**config.mk**
```make
export PLATFORM = sky130hd
export DESIGN_NAME = pipe_hazard_ctrl
export DESIGN_NICKNAME = d
export VERILOG_FILES = /design/src/rtl/mips_pkg.sv /design/src/rtl/pipe_hazard_ctrl_hazard_detect.sv /design/src/rtl/pipe_hazard_ctrl.sv
export SDC_FILE = /design/constraint.sdc
export NUM_CORES = 1
export LEC_CHECK = 0
export ABC_AREA = 1
export BUFFER_PORTS_ARGS = -buffer_cell sky130_fd_sc_hd__buf_2
export CORE_MARGIN = 4
export CORE_UTILIZATION = 35
export CTS_CLUSTER_DIAMETER = 60
export CTS_CLUSTER_SIZE = 16
export DETAILED_ROUTE_END_ITERATION = 12
export SETUP_SLACK_MARGIN = 0.4
export SYNTH_ARGS = -nofsm -noshare
export SYNTH_HDL_FRONTEND = slang
export SYNTH_SLANG_ARGS = --single-unit
export TNS_END_PERCENT = 50
```
**constraint.sdc**
```tcl
create_clock -name clk -period 6.8 [get_ports clk]
set_input_delay 1.36 -clock clk [delete_from_list [all_inputs] [get_ports clk]]
set_output_delay 1.36 -clock clk [all_outputs]
set_load 0.05 [all_outputs]
```
**src/rtl/mips_pkg.sv**
```systemverilog
// MIPS instruction-field constants and field/decode helpers, shared with the stage decoder.
// Latency: none (constants and pure functions only).
// Backpressure: not applicable.
//
// Contents: opcode/funct encodings, NOP_INSTR, forwarding-select encoding,
// and helpers for field extraction, destination decode and source-use decode.
package mips_pkg;

   localparam int MIPS_INSTR_W = 32;
   localparam int MIPS_RA_W    = 5;
   localparam logic [MIPS_INSTR_W-1:0] MIPS_NOP_INSTR = 32'h0000_0000;

   typedef logic [MIPS_INSTR_W-1:0] instr_t;
   typedef logic [MIPS_RA_W-1:0]    reg_t;

   // Primary opcodes
   localparam logic [5:0] OP_RTYPE = 6'h00;
   localparam logic [5:0] OP_J     = 6'h02;
   localparam logic [5:0] OP_JAL   = 6'h03;
   localparam logic [5:0] OP_BEQ   = 6'h04;
   localparam logic [5:0] OP_BNE   = 6'h05;
   localparam logic [5:0] OP_ADDI  = 6'h08;
   localparam logic [5:0] OP_SLTI  = 6'h0A;
   localparam logic [5:0] OP_ANDI  = 6'h0C;
   localparam logic [5:0] OP_ORI   = 6'h0D;
   localparam logic [5:0] OP_XORI  = 6'h0E;
   localparam logic [5:0] OP_LB    = 6'h20;
   localparam logic [5:0] OP_LW    = 6'h23;
   localparam logic [5:0] OP_SB    = 6'h28;
   localparam logic [5:0] OP_SW    = 6'h2B;

   // R-type function codes
   localparam logic [5:0] FN_JR  = 6'h08;
   localparam logic [5:0] FN_ADD = 6'h20;
   localparam logic [5:0] FN_SUB = 6'h22;
   localparam logic [5:0] FN_AND = 6'h24;
   localparam logic [5:0] FN_OR  = 6'h25;
   localparam logic [5:0] FN_XOR = 6'h26;
   localparam logic [5:0] FN_SLT = 6'h2A;

   localparam reg_t REG_RA = 5'd31;

   // ALU operand source select
   typedef enum logic [1:0] {
      FWD_RF = 2'd0,
      FWD_XM = 2'd1,
      FWD_MW = 2'd2
   } fwd_sel_t;

   function automatic logic [5:0] op_of(input instr_t i);
      return i[31:26];
   endfunction

   function automatic logic [5:0] fn_of(input instr_t i);
      return i[5:0];
   endfunction

   function automatic reg_t rs_of(input instr_t i);
      return i[25:21];
   endfunction

   function automatic reg_t rt_of(input instr_t i);
      return i[20:16];
   endfunction

   function automatic reg_t rd_of(input instr_t i);
      return i[15:11];
   endfunction

   function automatic logic is_jr(input instr_t i);
      return (op_of(i) == OP_RTYPE) && (fn_of(i) == FN_JR);
   endfunction

   // JR shares the R-type opcode but neither writes rd nor reads rt
   function automatic logic is_rtype(input instr_t i);
      return (op_of(i) == OP_RTYPE) && (fn_of(i) != FN_JR);
   endfunction

   function automatic logic is_load(input instr_t i);
      return (op_of(i) == OP_LW) || (op_of(i) == OP_LB);
   endfunction

   function automatic logic is_branch(input instr_t i);
      return (op_of(i) == OP_BEQ) || (op_of(i) == OP_BNE);
   endfunction

   function automatic logic is_store(input instr_t i);
      return (op_of(i) == OP_SW) || (op_of(i) == OP_SB);
   endfunction

   // Register written by the instruction; 0 means "writes nothing"
   function automatic reg_t dest_of(input instr_t i);
      reg_t d;
      d = '0;
      case (op_of(i))
         OP_RTYPE: d = (fn_of(i) == FN_JR) ? '0 : rd_of(i);
         OP_JAL:   d = REG_RA;
         OP_ADDI, OP_ANDI, OP_ORI, OP_XORI, OP_SLTI, OP_LW, OP_LB: d = rt_of(i);
         default:  d = '0;
      endcase
      return d;
   endfunction

   // Jumps carry a target in the rs/rt bit positions, so they read no register
   function automatic logic uses_rs(input instr_t i);
      return (op_of(i) != OP_J) && (op_of(i) != OP_JAL);
   endfunction

   // In I-type ALU ops and loads rt is the destination, not a source
   function automatic logic uses_rt(input instr_t i);
      return is_rtype(i) || is_branch(i) || is_store(i);
   endfunction

endpackage

```
**src/rtl/pipe_hazard_ctrl_hazard_detect.sv**
```systemverilog
// Combinational hazard detection and ALU forwarding-select generation.
// Latency: purely combinational, same cycle.
// Backpressure: produces the stall request (o_hazard); holds no state itself.
//
// Ports: i_fd/i_dx/i_xm/i_mw stage instruction words; o_hazard stall request;
//        o_fwd_a/o_fwd_b ALU source selects; o_xm_dest/o_mw_dest decoded destinations.
// Build option PIPE_FORWARD_EN: defined -> bypass network in use, only load-use and
// branch-operand hazards stall; undefined -> full RAW interlock, selects tied to regfile.
module hazard_detect
   import mips_pkg::*;
(
   input  instr_t     i_fd,
   input  instr_t     i_dx,
   input  instr_t     i_xm,
   input  instr_t     i_mw,
   output logic       o_hazard,
   output logic [1:0] o_fwd_a,
   output logic [1:0] o_fwd_b,
   output reg_t       o_xm_dest,
   output reg_t       o_mw_dest
);

   reg_t w_fd_rs;
   reg_t w_fd_rt;
   reg_t w_dx_dest;
   reg_t w_xm_dest;
   reg_t w_mw_dest;
   logic w_use_rs;
   logic w_use_rt;
   logic w_dx_hit;
   logic w_xm_hit;
   logic w_load_use;
   logic w_branch_haz;

   assign w_fd_rs   = rs_of(i_fd);
   assign w_fd_rt   = rt_of(i_fd);
   assign w_use_rs  = uses_rs(i_fd);
   assign w_use_rt  = uses_rt(i_fd);
   assign w_dx_dest = dest_of(i_dx);
   assign w_xm_dest = dest_of(i_xm);
   assign w_mw_dest = dest_of(i_mw);

   // A stage "hits" when it will write a real register that FD actually reads
   assign w_dx_hit = (w_dx_dest != '0) &&
                     ((w_use_rs && (w_dx_dest == w_fd_rs)) ||
                      (w_use_rt && (w_dx_dest == w_fd_rt)));
   assign w_xm_hit = (w_xm_dest != '0) &&
                     ((w_use_rs && (w_xm_dest == w_fd_rs)) ||
                      (w_use_rt && (w_xm_dest == w_fd_rt)));

   assign w_load_use = is_load(i_dx) && w_dx_hit;

   // Branches/JR resolve in decode, so their operands cannot use the ALU bypass:
   // any DX producer stalls, and a load still in XM has no data yet either.
   assign w_branch_haz = (is_branch(i_fd) || is_jr(i_fd)) &&
                         (w_dx_hit || (is_load(i_xm) && w_xm_hit));

`ifdef PIPE_FORWARD_EN
   reg_t     w_dx_rs;
   reg_t     w_dx_rt;
   fwd_sel_t w_fwd_a;
   fwd_sel_t w_fwd_b;

   assign w_dx_rs  = rs_of(i_dx);
   assign w_dx_rt  = rt_of(i_dx);
   assign o_hazard = w_load_use | w_branch_haz;

   // XM result is younger than MW, so it wins; a load in XM has no result yet
   always_comb begin
      w_fwd_a = FWD_RF;
      w_fwd_b = FWD_RF;
      if ((w_xm_dest != '0) && (w_xm_dest == w_dx_rs) && !is_load(i_xm)) begin
         w_fwd_a = FWD_XM;
      end else if ((w_mw_dest != '0) && (w_mw_dest == w_dx_rs)) begin
         w_fwd_a = FWD_MW;
      end
      if ((w_xm_dest != '0) && (w_xm_dest == w_dx_rt) && !is_load(i_xm)) begin
         w_fwd_b = FWD_XM;
      end else if ((w_mw_dest != '0) && (w_mw_dest == w_dx_rt)) begin
         w_fwd_b = FWD_MW;
      end
   end

   assign o_fwd_a = w_fwd_a;
   assign o_fwd_b = w_fwd_b;
`else
   // No bypass: any in-flight producer ahead of MW must drain before FD proceeds.
   // MW needs no stall since the regfile writes before it is read.
   assign o_hazard = w_load_use | w_branch_haz | w_dx_hit | w_xm_hit;
   assign o_fwd_a  = FWD_RF;
   assign o_fwd_b  = FWD_RF;
`endif

   assign o_xm_dest = w_xm_dest;
   assign o_mw_dest = w_mw_dest;

endmodule

```
**src/rtl/pipe_hazard_ctrl.sv**
```systemverilog
// Instruction-field pipeline FD->DX->XM->MW with load-use/branch stall, bubble and redirect squash.
// Latency: one stage per clock; stall/forward outputs are combinational in the same cycle.
// Backpressure: ext_stall freezes every stage; hazards hold PC/FD and inject a DX bubble.
//
// Ports: clk, reset (async, active-high); if_instr fetched word; d_redirect squashes FD;
//        ext_stall freezes all; pc_stall holds PC; per-stage opcode/funct/reg fields; fwd_a/fwd_b.
// Build option PIPE_FORWARD_EN: enables ALU forwarding (see hazard_detect); default is full interlock.
module pipe_hazard_ctrl
   import mips_pkg::*;
#(
   parameter int                 INSTR_W   = MIPS_INSTR_W,
   parameter int                 RA_W      = MIPS_RA_W,
   parameter logic [INSTR_W-1:0] NOP_INSTR = MIPS_NOP_INSTR
) (
   input  logic               clk,
   input  logic               reset,
   input  logic [INSTR_W-1:0] if_instr,
   input  logic               d_redirect,
   input  logic               ext_stall,
   output logic               pc_stall,
   output logic [5:0]         fd_opcode,
   output logic [5:0]         fd_funct,
   output logic [RA_W-1:0]    fd_rs,
   output logic [RA_W-1:0]    fd_rt,
   output logic [5:0]         dx_opcode,
   output logic [5:0]         dx_funct,
   output logic [RA_W-1:0]    dx_rs,
   output logic [RA_W-1:0]    dx_rt,
   output logic [5:0]         xm_opcode,
   output logic [RA_W-1:0]    xm_dest,
   output logic [5:0]         mw_opcode,
   output logic [5:0]         mw_funct,
   output logic [RA_W-1:0]    mw_dest,
   output logic [1:0]         fwd_a,
   output logic [1:0]         fwd_b
);

   logic [INSTR_W-1:0] r_fd;
   logic [INSTR_W-1:0] r_dx;
   logic [INSTR_W-1:0] r_xm;
   logic [INSTR_W-1:0] r_mw;
   logic               w_hazard;
   reg_t               w_xm_dest;
   reg_t               w_mw_dest;

   hazard_detect u_hazard_detect (
      .i_fd      (r_fd),
      .i_dx      (r_dx),
      .i_xm      (r_xm),
      .i_mw      (r_mw),
      .o_hazard  (w_hazard),
      .o_fwd_a   (fwd_a),
      .o_fwd_b   (fwd_b),
      .o_xm_dest (w_xm_dest),
      .o_mw_dest (w_mw_dest)
   );

   // Priority: ext_stall freezes all > hazard (hold FD, bubble DX) > redirect squash > advance.
   // A redirect raised while stalled is ignored: the decoder's view of FD is not final yet.
   always_ff @(posedge clk or posedge reset) begin
      if (reset) begin
         r_fd <= NOP_INSTR;
         r_dx <= NOP_INSTR;
         r_xm <= NOP_INSTR;
         r_mw <= NOP_INSTR;
      end else if (!ext_stall) begin
         r_mw <= r_xm;
         r_xm <= r_dx;
         if (w_hazard) begin
            r_dx <= NOP_INSTR;
         end else begin
            r_dx <= r_fd;
            r_fd <= d_redirect ? NOP_INSTR : if_instr;
         end
      end
   end

   // Gated by reset so the stall drops immediately when reset asserts mid-stall
   assign pc_stall = !reset && (w_hazard || ext_stall);

   assign fd_opcode = op_of(r_fd);
   assign fd_funct  = fn_of(r_fd);
   assign fd_rs     = rs_of(r_fd);
   assign fd_rt     = rt_of(r_fd);
   assign dx_opcode = op_of(r_dx);
   assign dx_funct  = fn_of(r_dx);
   assign dx_rs     = rs_of(r_dx);
   assign dx_rt     = rt_of(r_dx);
   assign xm_opcode = op_of(r_xm);
   assign xm_dest   = w_xm_dest;
   assign mw_opcode = op_of(r_mw);
   assign mw_funct  = fn_of(r_mw);
   assign mw_dest   = w_mw_dest;

endmodule
```
==> metrics <==
status=complete, no violations; Top cell by count, worst path=nand2_1; cts bufs inserted=9; via/cell ratio=4.58; initial core utilization=0.362; CP Max Fanout=55; I/O pin count=113; grt ovf=0; initial antenna violation count=0; Die X=134 um; Distinct cells, synth=25; Core Box Area=0.0154 mm^2; CP cell instances=nor2_1 > inv_1 > nor2_1 > nor2_1 > nand2_1 > nand2_1 > nand2_1 > nor2_1 > nand3_1 > nand2_1 > nand2_2 > nand3_4 > nand2_1 > inv_1 > buf_2; #FFs+latches synth=98; post_cts resized=0; final setup fails=0; DRT Pass-1 Iters=5; Tmin final=~5000 ps; cells taking the most area after synthesis=dfrtp_1, nand2_1, buf_4; WP data required=roughly 5400 ps; Worst-path clk slew=roughly 70 ps; fmax=approximately 200 MHz; RSZ-0062 raised after global routing=no; H-tree Lvls=3; initial drt markers=355; Placed Area=~0.0057 mm^2; Critical Path Source Type=flop; CTS tree=yes; DRC=0; post-synthesis cell area=roughly 0.0056 mm^2; worst clock skew=8.54 ps; dpl hpwl=9760 um; Fin. Hold Viols=0; largest net degree at the start of global routing=95; final WL=approximately 14000 um; area share of the largest cell type after synthesis=0.440; DIE HEIGHT=134 um; Period Utilization, post-route=0.739; max_slew headroom=0.245; CTS Hold Buffers Added=0; Final TNS setup=0 ps; GRT Overall Usage=0.163; Layout Nets=roughly 840; layout cells sized above 1=0.166; Worst-Margin Slew=1130 ps; maximum VDD drop=roughly 0.0002 V; Ys Warns=0; CP arrival=about 3700 ps; Worst-Skew Late Latency=between 300 and 400 ps; postcts setup bufs=0; clk sinks=98; Setup CP Type=reg2out; root buffer cell=clkbuf_16; final instance area=0.00606 mm^2; Post-Synthesis Cells=779; Largest stage delay, worst path=between 800 and 900 ps; Power Dens Cells=521 mW/mm^2; leading area contributor after synthesis=dfrtp_1; CP max stage cell=nand2_2; Cell Rows=45; worst hold-check path type=reg2reg; routed vias=approximately 4.7k; Tot Pwr=around 0.0032 W; vias in the first global route=~4.5k; final number of max-transition violations=0; Synth Area per Inst=slightly above 7 um^2; Layout Utilization=0.394; worst hold path depth=2; CP endpoint kind=output port; Port Buf Inserts=103; Pleak=between 3 and 4 nW; synth-to-layout area growth=8.76%; Avg WL per Cell=about 14 um; cells on worst reg2reg path=14; antenna fix cells=0; post-route ant nets=0; sequential area share after synthesis=0.440; maxcap violations=0; Die ar.=0.0180 mm^2; first-pass GRT wire length=approximately 24000 um; gpl congestion=approximately 0.85; Clock Path Buffers=2
[metrics by stage]
stage	worst slack, ps	instances	hold slack, ps
global route	1280	1017	497
global placement	2160	1001	456
detailed placement	2170	1001	459
finish	1770	1017	475
floorplan	1520	782	442
CTS	1790	1017	476
[final cells by class]
class                   count  area (um^2)
fillers                  1670         9310
flip-flops and latches     98         2450
multi-input cells         526         2260
repair buffers            107          546
well taps                 211          264
clock buffers              11          233
inverters                  59          224
clock inverters             5         78.8
[placed cells by master (no fill, tap or decap)]
master     count
inv_2          1
nand3b_1       1
o21ai_0       20
nand4_1       54
nand3_4        1
a21oi_1        3
buf_2        103
nand3_2        1
dfrtp_1       98
nand2_1      301
inv_1         57
clkinv_4       1
o211ai_1       1
clkbuf_16      9
clkinv_2       2
conb_1         4
nand2_2        7
nor3_4         1
clkbuf_1       2
bufinv_16      2
nor3b_1        1
nor3_1         5
nand3_1       41
nor4_1         1
buf_4          4
nor2_2         1
inv_4          1
nor2_1        83
[synthesized netlist by cell type, drive strengths merged]
library cell	number
nor2	84
nand4	54
a21oi	3
inv	58
nor3b	1
nor4	1
clkbuf	16
nand3b	1
nor3	6
nand2	308
conb	1
o21ai	20
nand3	43
o211ai	1
buf	83
dfrtp	98
clkinv	1
[flip-flops by register name (all words and copies together), names as in the netlist]
name and count:
r_dx 27, r_mw 22, r_xm 22, r_fd 27
[report_power, final]
group          internal, W  switching [W]
clock             0.000322       0.000219
sequential        0.000776       0.000224
combinational     0.000385        0.00123
[logic make-up after synthesis]
family,count (synthesis),share of synthesized area
AO/OA/AOI/OAI,24,0.0220
AND/OR/NAND/NOR,498,0.381
buffers and inverters,158,0.156
other,1,0.000673
flip-flops,98,0.440
[worst max-delay path: cells and delay by family (launching register included)]
kind / cells / cell delay (ps)
buffers and inverters: 3 / 300
flip-flops: 1 / 450
AND/OR/NAND/NOR: 12 / 2540
[metal layers]
| layer | part of all wire | vias up | global-route usage |
|---|---|---|---|
| li1 | - | 2432 | - |
| met1 | 0.51 | 2089 | 0.246 |
| met2 | 0.43 | 127 | 0.238 |
| met3 | 0.051 | 12 | 0.0263 |
| met4 | 0.013 | 0 | 0.0515 |
| met5 | 0 | - | 0 |
[final timing paths]
kind,startpoint,end,slack [ps]
min in group asynchronous,reset,r_fd[26]$_DFFE_PP0P_,1030
worst max register to register,r_dx[31]$_DFFE_PP0N_,r_fd[14]$_DFFE_PP0P_,3510
worst max-delay path,r_dx[31]$_DFFE_PP0N_,pc_stall,1770
worst min register to register,r_fd[11]$_DFFE_PP0P_,r_fd[11]$_DFFE_PP0P_,480
max in group asynchronous,reset,r_dx[1]$_DFFE_PP0N_,4580
worst min-delay path,r_fd[11]$_DFFE_PP0P_,r_fd[11]$_DFFE_PP0P_,480
Note: power is estimated with default switching activity, not from simulation.
